## src/rtl/aes_result_unpacker.sv

```systemverilog
// -----------------------------------------------------------------------------
// aes_result_unpacker
//
// Captures 128-bit result blocks from a one-cycle strobe into a DEPTH-entry
// block FIFO and hands each block back as four 32-bit words over a
// valid/ready interface. word0 = bits[127:96] ... word3 = bits[31:0], which
// matches the upstream packing order.
//
// Ports:
//   clk         in   system clock, all logic on posedge
//   reset       in   asynchronous active-low reset (control state only)
//   flush       in   synchronous clear of pointers/count/overflow
//   blockIn     in   128-bit block, sampled when blockValid=1
//   blockValid  in   one-cycle write strobe, one block per high cycle
//   wordOut     out  head word, valid when wordValid=1
//   wordValid   out  FIFO holds at least one block
//   wordReady   in   consumer takes wordOut when wordValid=1
//   blkCount    out  number of stored blocks, 0..DEPTH
//   full        out  blkCount == DEPTH
//   overflow    out  a strobed block was dropped
//
// Configuration macro:
//   OVERFLOW_STICKY_EN  defined   -> overflow stays set until flush/reset
//                       undefined -> overflow is a one-cycle pulse per drop
// -----------------------------------------------------------------------------
module aes_result_unpacker #(
    parameter int DEPTH = 4,
    parameter int AW    = 2
) (
    input  logic          clk,
    input  logic          reset,
    input  logic          flush,
    input  logic [127:0]  blockIn,
    input  logic          blockValid,
    output logic [31:0]   wordOut,
    output logic          wordValid,
    input  logic          wordReady,
    output logic [AW:0]   blkCount,
    output logic          full,
    output logic          overflow
);

    localparam logic [AW:0]   DEPTH_C  = (AW+1)'(DEPTH);
    localparam logic [AW:0]   CNT_ONE  = (AW+1)'(1);
    localparam logic [AW-1:0] PTR_ONE  = AW'(1);

    logic [127:0]  mem_q [DEPTH];
    logic [AW-1:0] wr_ptr_q, wr_ptr_d;
    logic [AW-1:0] rd_ptr_q, rd_ptr_d;
    logic [1:0]    word_idx_q, word_idx_d;
    logic [AW:0]   blk_count_q, blk_count_d;
    logic          overflow_q, overflow_d;

    logic          full_s;
    logic          not_empty_s;
    logic          pop_word_s;
    logic          pop_blk_s;
    logic          wr_en_s;
    logic          drop_s;
    logic [127:0]  head_blk_s;

    assign full_s      = (blk_count_q == DEPTH_C);
    assign not_empty_s = (blk_count_q != {(AW+1){1'b0}});

    // Handshake decode; a last-word pop frees a slot in the same cycle so a
    // strobe arriving on a full FIFO can still be taken.
    always_comb begin
        pop_word_s = not_empty_s && wordReady && !flush;
        pop_blk_s  = pop_word_s && (word_idx_q == 2'd3);
        wr_en_s    = blockValid && !flush && (!full_s || pop_blk_s);
        drop_s     = blockValid && !flush && full_s && !pop_blk_s;
    end

    // Next-state for pointers, word index, block count and overflow flag.
    always_comb begin
        wr_ptr_d    = wr_ptr_q;
        rd_ptr_d    = rd_ptr_q;
        word_idx_d  = word_idx_q;
        blk_count_d = blk_count_q;
        overflow_d  = overflow_q;
        if (flush) begin
            wr_ptr_d    = {AW{1'b0}};
            rd_ptr_d    = {AW{1'b0}};
            word_idx_d  = 2'd0;
            blk_count_d = {(AW+1){1'b0}};
            overflow_d  = 1'b0;
        end else begin
            if (wr_en_s) begin
                wr_ptr_d = wr_ptr_q + PTR_ONE;
            end else begin
                wr_ptr_d = wr_ptr_q;
            end
            if (pop_word_s) begin
                word_idx_d = word_idx_q + 2'd1;
            end else begin
                word_idx_d = word_idx_q;
            end
            if (pop_blk_s) begin
                rd_ptr_d = rd_ptr_q + PTR_ONE;
            end else begin
                rd_ptr_d = rd_ptr_q;
            end
            case ({wr_en_s, pop_blk_s})
                2'b10:   blk_count_d = blk_count_q + CNT_ONE;
                2'b01:   blk_count_d = blk_count_q - CNT_ONE;
                default: blk_count_d = blk_count_q;
            endcase
`ifdef OVERFLOW_STICKY_EN
            overflow_d = overflow_q | drop_s;
`else
            overflow_d = drop_s;
`endif
        end
    end

    // Control state registers.
    always_ff @(posedge clk or negedge reset) begin
        if (!reset) begin
            wr_ptr_q    <= {AW{1'b0}};
            rd_ptr_q    <= {AW{1'b0}};
            word_idx_q  <= 2'd0;
            blk_count_q <= {(AW+1){1'b0}};
            overflow_q  <= 1'b0;
        end else begin
            wr_ptr_q    <= wr_ptr_d;
            rd_ptr_q    <= rd_ptr_d;
            word_idx_q  <= word_idx_d;
            blk_count_q <= blk_count_d;
            overflow_q  <= overflow_d;
        end
    end

    // Block storage; contents are deliberately left out of reset.
    always_ff @(posedge clk) begin
        if (wr_en_s) begin
            mem_q[wr_ptr_q] <= blockIn;
        end
    end

    // Head word select, most significant word first.
    always_comb begin
        head_blk_s = mem_q[rd_ptr_q];
        case (word_idx_q)
            2'd0:    wordOut = head_blk_s[127:96];
            2'd1:    wordOut = head_blk_s[95:64];
            2'd2:    wordOut = head_blk_s[63:32];
            2'd3:    wordOut = head_blk_s[31:0];
            default: wordOut = 32'h0000_0000;
        endcase
    end

    assign wordValid = not_empty_s;
    assign blkCount  = blk_count_q;
    assign full      = full_s;
    assign overflow  = overflow_q;

endmodule

```

## config.mk

```make
export PLATFORM = sky130hd
export DESIGN_NAME = aes_result_unpacker
export DESIGN_NICKNAME = d
export VERILOG_FILES = /design/src/rtl/aes_result_unpacker.sv
export SDC_FILE = /design/constraint.sdc
export NUM_CORES = 1
export LEC_CHECK = 0
export BUFFER_PORTS_ARGS = -buffer_cell sky130_fd_sc_hd__buf_2
export CELL_PAD_IN_SITES_DETAIL_PLACEMENT = 0
export CELL_PAD_IN_SITES_GLOBAL_PLACEMENT = 1
export CORE_MARGIN = 2
export CORE_UTILIZATION = 40
export CTS_BUF_LIST = sky130_fd_sc_hd__clkbuf_16
export DETAILED_ROUTE_END_ITERATION = 10
export GPL_TIMING_DRIVEN = 0
export PLACE_DENSITY_LB_ADDON = 0.1
export SYNTH_ARGS = -nofsm -noshare
export SYNTH_HDL_FRONTEND = slang
export SYNTH_SLANG_ARGS = --single-unit
```

## constraint.sdc

```tcl
create_clock -name clk -period 10 [get_ports clk]
set_input_delay 0 -clock clk [delete_from_list [all_inputs] [get_ports clk]]
set_output_delay 0 -clock clk [all_outputs]
set_load 0.05 [all_outputs]
```

==> run metrics, run 1 <==
Arr. time, crit path 3.38 ns; # DRC 0; Peak supply drop 0.000116 V; Placed Instances 1996; first-pass GRT wire length 75.8 mm; Internal 3730 uW; GP Congestion 0.716; initial DRC count 777; Worst Path Buf+Inv 4; HP Class input port to flop; final setup fails 0; WL/cell 23.2 um; largest net degree at the start of global routing 54; Clock Tree Root clkbuf_16; max cap viols 0; sw power 1110 uW; Static Leak 0.00856 uW; minimum clock period 3.38 ns; Post-CTS Setup Inserts 0; Critical Path Source Type flop; final slew viol count 0; CTS HTree Levels 2; # IOs 171; relative slew slack 40.9%; clk buf depth 3; hold path cells 2; WP data required 10.00 ns; Mapped Cells 1136; clk sinks 522; Detail Placement HPWL 33.0 mm; RSZ-0062 raised after global routing no; Comb power frac 8.2%; Most used DFF post-synth edfxtp_1; YS warnings 0; clock share of power 40.4%; R2R depth 7; CTS tree built; CTS clk-pin slew, worst paths 0.06 ns; critical path cell sequence inv_1 -> ha_1 -> buf_2 -> nand2_4 -> clkbuf_1 -> o22ai_1 -> nor2_1 -> a32oi_1 -> buf_2; final cell count without fillers 2236; Syn Nets 1278; Die ar. 53200 um^2; Post-synth EDFFs 512; register area share after synthesis 76.1%; Fmax 295 MHz; Yosys cell types 47; ys async rst share 1.92%; Port Buf Inserts 170; Avg Cell Area, Syn 18.1 um^2; vias in the first global route 11900; Mapped Area 20500 um^2; DIE WIDTH 231 um; Worst Tran Pin Value 0.887 ns; flops & latches, synth 522; CP Depth 9; post-route ant nets 0; Vias 11500; sequential fraction of design power 51.4%; row cnt 83; TNS Setup 0 ns; critical path type flop to output port; Slowest cell on crit path clkbuf_1; overall routing resource usage 19.5%; Starting Density 40.2%; Crit Path Max Fanout 10; P&R area growth vs syn 24.7%; Layout Skew 0.0207 ns; delay-heaviest family, CP buffers and inverters; Final Hold Fails 0; Num CTS Buffers 56; most frequent CP cell buf_2; Clock Latency Late Sink 0.61 ns; sw frac 23.0%; remaining global-route overflow 0; Max stage delay on crit path 0.68 ns; Nets 1651; core region area 51100 um^2; final WL 51.8 mm; CP Capture Type output port; Pre-antenna DRT Iters 5; initial antenna violation count 5; P per Cell Area 189 nW/um^2; Vias/cell 5.15; chip height 231 um; share of layout cells above drive strength 1 22.6%; status completed; fin crit share 33.8%
metal layers:
metal | global-route usage, % | part of all wire [%] | vias to the layer above
met4 | 4.84 | 1.6 | 4
met5 | 0 | 0.041 | -
met2 | 33.3 | 50 | 256
met1 | 26.2 | 44 | 5902
li1 | - | - | 5290
met3 | 3.15 | 4.6 | 65
layout by cell type, fill, tap and decap left out, drive strengths merged, types with 5 or more instances in the layout:
cell	instances
edfxtp	512
buf	230
mux2i	158
dlygate4sd3	135
clkbuf	72
o22ai	64
inv	46
nand2	41
a21oi	37
nor2	37
mux4	32
nand3	30
clkinv	27
a21o	26
a32oi	22
dfrtp	10
ha	8
nor4	6
nand2b	5
nor2b	5
xnor2	5
and2	5
cell type report:
| cell class | count | area (um^2) |
|---|---|---|
| fillers | 4427 | 25500 |
| flip-flops and latches | 522 | 15600 |
| multi-input cells | 515 | 4310 |
| repair buffers | 315 | 2460 |
| clock buffers | 57 | 1430 |
| well taps | 680 | 851 |
| plain buffers | 65 | 490 |
| clock inverters | 45 | 309 |
| inverters | 34 | 128 |
| diodes | 3 | 7.51 |
kinds of logic (layout without fill, tap and decap cells):
logic type / count (synthesis) / count (layout) / synth area share (%)
adders and majority gates: 9 / 9 / 0.585
xor gates and xnor gates: 6 / 6 / 0.256
buffers and inverters: 99 / 516 / 3.01
DFF: 522 / 522 / 76.1
and+or+nand+nor: 138 / 138 / 3.18
other: 0 / 3 / 0
muxes: 190 / 190 / 11.2
AOI/OAI and AO/OA: 172 / 172 / 5.71
synthesized netlist by cell type, types with 3 or more instances:
| cell type | number | share of area, % |
|---|---|---|
| a211o_1 | 4 | 0.17 |
| a21o_1 | 26 | 0.95 |
| a21oi_1 | 37 | 0.90 |
| a221oi_1 | 4 | 0.17 |
| a311oi_1 | 3 | 0.13 |
| a32oi_1 | 22 | 0.94 |
| a41oi_1 | 3 | 0.13 |
| and2_1 | 5 | 0.15 |
| buf_12 | 3 | 0.29 |
| buf_2 | 20 | 0.49 |
| buf_4 | 10 | 0.37 |
| buf_6 | 15 | 0.82 |
| clkbuf_1 | 15 | 0.27 |
| dfrtp_1 | 10 | 1.2 |
| edfxtp_1 | 512 | 75 |
| ha_1 | 8 | 0.49 |
| inv_1 | 31 | 0.57 |
| mux2i_1 | 158 | 7.7 |
| mux4_2 | 32 | 3.5 |
| nand2_1 | 38 | 0.69 |
| nand2b_1 | 5 | 0.15 |
| nand3_1 | 30 | 0.73 |
| nor2_1 | 36 | 0.66 |
| nor2b_1 | 5 | 0.15 |
| nor3_1 | 3 | 0.073 |
| nor4_1 | 6 | 0.18 |
| o22ai_1 | 64 | 1.9 |
| xnor2_1 | 5 | 0.21 |
flip-flops by register name, summed over array words and instances (netlist names):
name / cells
mem_q: 512
blkCount: 3
rd_ptr_q: 2
word_idx_q: 2
wr_ptr_q: 2
overflow: 1
what timing repair did:
action | 4_1_cts | 5_1_grt
hold buffers | 135 | 0
endpoints found under the hold margin | 532 | 0
endpoints found under the setup margin | 0 | 0
resized for setup | 0 | 0
through the flow:
| stage | util, % | cell area [um^2] | hold WS [ns] | setup WS (ns) | power, uW |
|---|---|---|---|---|---|
| after detailed placement | 44.1 | 22500 | -0.100 | 6.79 | 2900 |
| after CTS | 50.1 | 25600 | 0.0998 | 6.47 | 4900 |
| after global routing | 50.1 | 25600 | 0.134 | 6.38 | 5000 |
| final | 50.1 | 25600 | 0.142 | 6.62 | 4850 |
| after global placement | 43.5 | 22200 | -0.106 | 2.31 | 2900 |
| after floorplan | - | 20500 | -0.296 | 5.11 | 2750 |
power by group through the flow:
stage / Clock (uW) / Sequential [uW] / Combinational, uW
final: 1960 / 2490 / 398
after global routing: 2080 / 2490 / 426
after CTS: 2000 / 2490 / 406
after detailed placement: 0 / 2540 / 361
after global placement: 0 / 2550 / 348
after floorplan: 0 / 2540 / 203
path summary, 6_finish.rpt:
kind	from	end	slack (ns)
max	word_idx_q[1]	wordOut[8]	6.62
min	blockIn[103]	mem_q[2][103]	0.14
max reg2reg	word_idx_q[1]	mem_q[1][70]	6.86
min reg2reg	word_idx_q[1]	word_idx_q[1]	0.58
max in group asynchronous	reset	word_idx_q[0]	9.19
min in group asynchronous	reset	overflow	0.45
Power figures use the tool's default switching activity.
==> inputs of run 2 (changes only) <==
Clock period 10 ns to 3.05 ns, I/O delays scaled along.
==> run 2 against run 1 <==
  * Combinational power rose to 3.4 times the previous value
  * Largest cell class unchanged
  * Global-route usage up 0.36 points
  * Cell count about the same
  * Worst hold slack better by 0.0084 ns
  * Critical path depth unchanged
  * Non-clock buffer count unchanged
  * Largest power group unchanged
==> run metrics, run 2 (synthesized netlist as in run 1, its figures left out) <==
status completed (unchanged); Die ar. 53200 um^2 (unchanged); fin crit share 95.2%; max cap viols 0 (unchanged); overall routing resource usage 19.9% (was 19.5%); GR peak layer met2 (unchanged); CTS HTree Levels 2 (unchanged); Arr. time, crit path 2.90 ns (was 3.38 ns); # DRC 0 (unchanged); clk sinks 522 (unchanged); chip height 231 um (unchanged); largest net degree at the start of global routing 54 (unchanged); Critical Path Source Type flop (unchanged); post-route ant nets 0 (unchanged); Final Hold Fails 0 (unchanged); critical path type flop to output port (unchanged); most common cell after layout, fill and taps aside edfxtp_1 (unchanged); TNS Setup 0 ns (unchanged); vias in the first global route 12000 (was 11900); Clock Tree Root clkbuf_16 (unchanged); Hold Path Origin blockIn[63] (was blockIn[103]); row cnt 83 (unchanged); Vias 11400 (was 11500); met2 Use GR 33.8% (was 33.3%); clk buf depth 3 (unchanged); Layout Skew 0.0105 ns (was 0.0207 ns); RSZ-0062 raised after global routing yes (was no); final WL 52.3 mm (was 51.8 mm); Peak supply drop 0.000502 V (was 0.000116 V); P per Cell Area 616 nW/um^2 (was 189 nW/um^2); core region area 51100 um^2 (unchanged); relative slew slack 43.2% (was 40.9%); # IOs 171 (unchanged); Vias/cell 5.10 (was 5.15); Worst R2R Start word_idx_q[1] (unchanged); remaining global-route overflow 0 (unchanged); DP Area 22500 um^2 (about the same); WL/cell 23.4 um (was 23.2 um); Detail Placement HPWL 33.3 mm (was 33.0 mm); Placed Instances 1995 (was 1996); crit path launch word_idx_q[1] (unchanged); CTS tree built (unchanged); minimum clock period 2.90 ns; Num CTS Buffers 55 (was 56); GP Congestion 0.733 (was 0.716); max FFs per register 512 (unchanged); CP Capture Type output port (unchanged); Crit Path Max Fanout 10 (unchanged); Fmax 344 MHz; met1 global-route usage 26.4% (was 26.2%); share of layout cells above drive strength 1 23.5% (was 22.6%); CTS clk-pin slew, worst paths 0.06 ns (about the same); Pre-antenna DRT Iters 7 (was 5); diode count 0 (was 3); Starting Density 40.2% (unchanged); post-layout util 50.2% (was 50.1%); first-pass GRT wire length 77.0 mm (was 75.8 mm); DIE WIDTH 231 um (unchanged); HP Class input port to flop (unchanged); Worst Tran Pin Value 0.852 ns (was 0.887 ns); Port Buf Inserts 170 (unchanged); GR Util met3 3.06% (was 3.15%); largest register by flop count mem_q (unchanged); WP data required 3.05 ns (was 10.00 ns); Static Leak 0.00858 uW (was 0.00856 uW); final instance area 25700 um^2 (was 25600 um^2); Nets 1653 (was 1651); Clock Latency Late Sink 0.61 ns (about the same); initial antenna violation count 0 (was 5); final slew viol count 0 (unchanged); P&R area growth vs syn 25.0% (was 24.7%); commonest cells after routing, fill and taps aside edfxtp_1, buf_2, mux2i_1 (unchanged); initial DRC count 703 (was 777); final setup fails 0 (unchanged); final cell count without fillers 2235 (was 2236)
run 2: cell types whose count changed in the layout (fill, tap and decap cells not counted), moves of 5 or more:
| cell | before | now |
|---|---|---|
| clkbuf_1 | 15 | 10 |
| buf_2 | 190 | 176 |
| clkbuf_4 | 0 | 8 |
| buf_4 | 10 | 19 |
run 2: worst paths after layout:
check,end,cells past startpoint,slack [ns]
min reg2reg,wr_ptr_q[0],2,0.62
max in group asynchronous,blkCount[2],3,2.24
max reg2reg,mem_q[0][67],7,0.23
max,wordOut[20],9,0.15
min,mem_q[1][63],2,0.15
min in group asynchronous,rd_ptr_q[1],3,0.45
run 2: power by group:
part           total, uW  switching [uW]  internal, uW
clock network       6320            2710          3610
logic               1340             894           447
registers           8160            50.0          8110
total              15800            3660         12200
run 2: metal layers:
metal | vias to the layer above | part of all wire, %
met2 | 240 | 50
met3 | 71 | 4.2
li1 | 5285 | -
met4 | 0 | 2.2
met1 | 5798 | 44
met5 | - | 0
run 2: worst max-delay path, stage by stage, from the launching register on:
cell and delay [ns]:
dfrtp_1 0.39, inv_1 0.08, ha_1 0.20, nand2b_1 0.07, buf_2 0.36, buf_2 0.36, o22ai_1 0.12, nor2_1 0.30
a32oi_1 0.18, buf_2 0.24
run 2: area by class of cell:
type | instances | area [um^2]
repair buffers | 315 | 2460
flip-flops and latches | 522 | 15600
fillers | 4401 | 25400
plain buffers | 65 | 519
inverters | 34 | 128
well taps | 680 | 851
clock inverters | 44 | 268
clock buffers | 57 | 1430
multi-input cells | 518 | 4400
run 2: per-stage QoR:
stage	worst slack (ns)	hold slack [ns]	total power, uW
floorplan	-0.424	-0.296	8990
global placement	-1.86	-0.116	9480
detailed placement	-0.251	-0.106	9500
CTS	0.00404	0.101	16000
global route	-0.00462	0.131	16300
finish	0.147	0.150	15800
run 2: timing repair:
action                                 CTS  global route
endpoints found under the hold margin  532             0
hold buffers                           135             0
setup endpoints to repair              131            71
setup buffers                            0             1
pin swaps                                2             1
gates resized for setup                 19            15
cloned                                   3             0
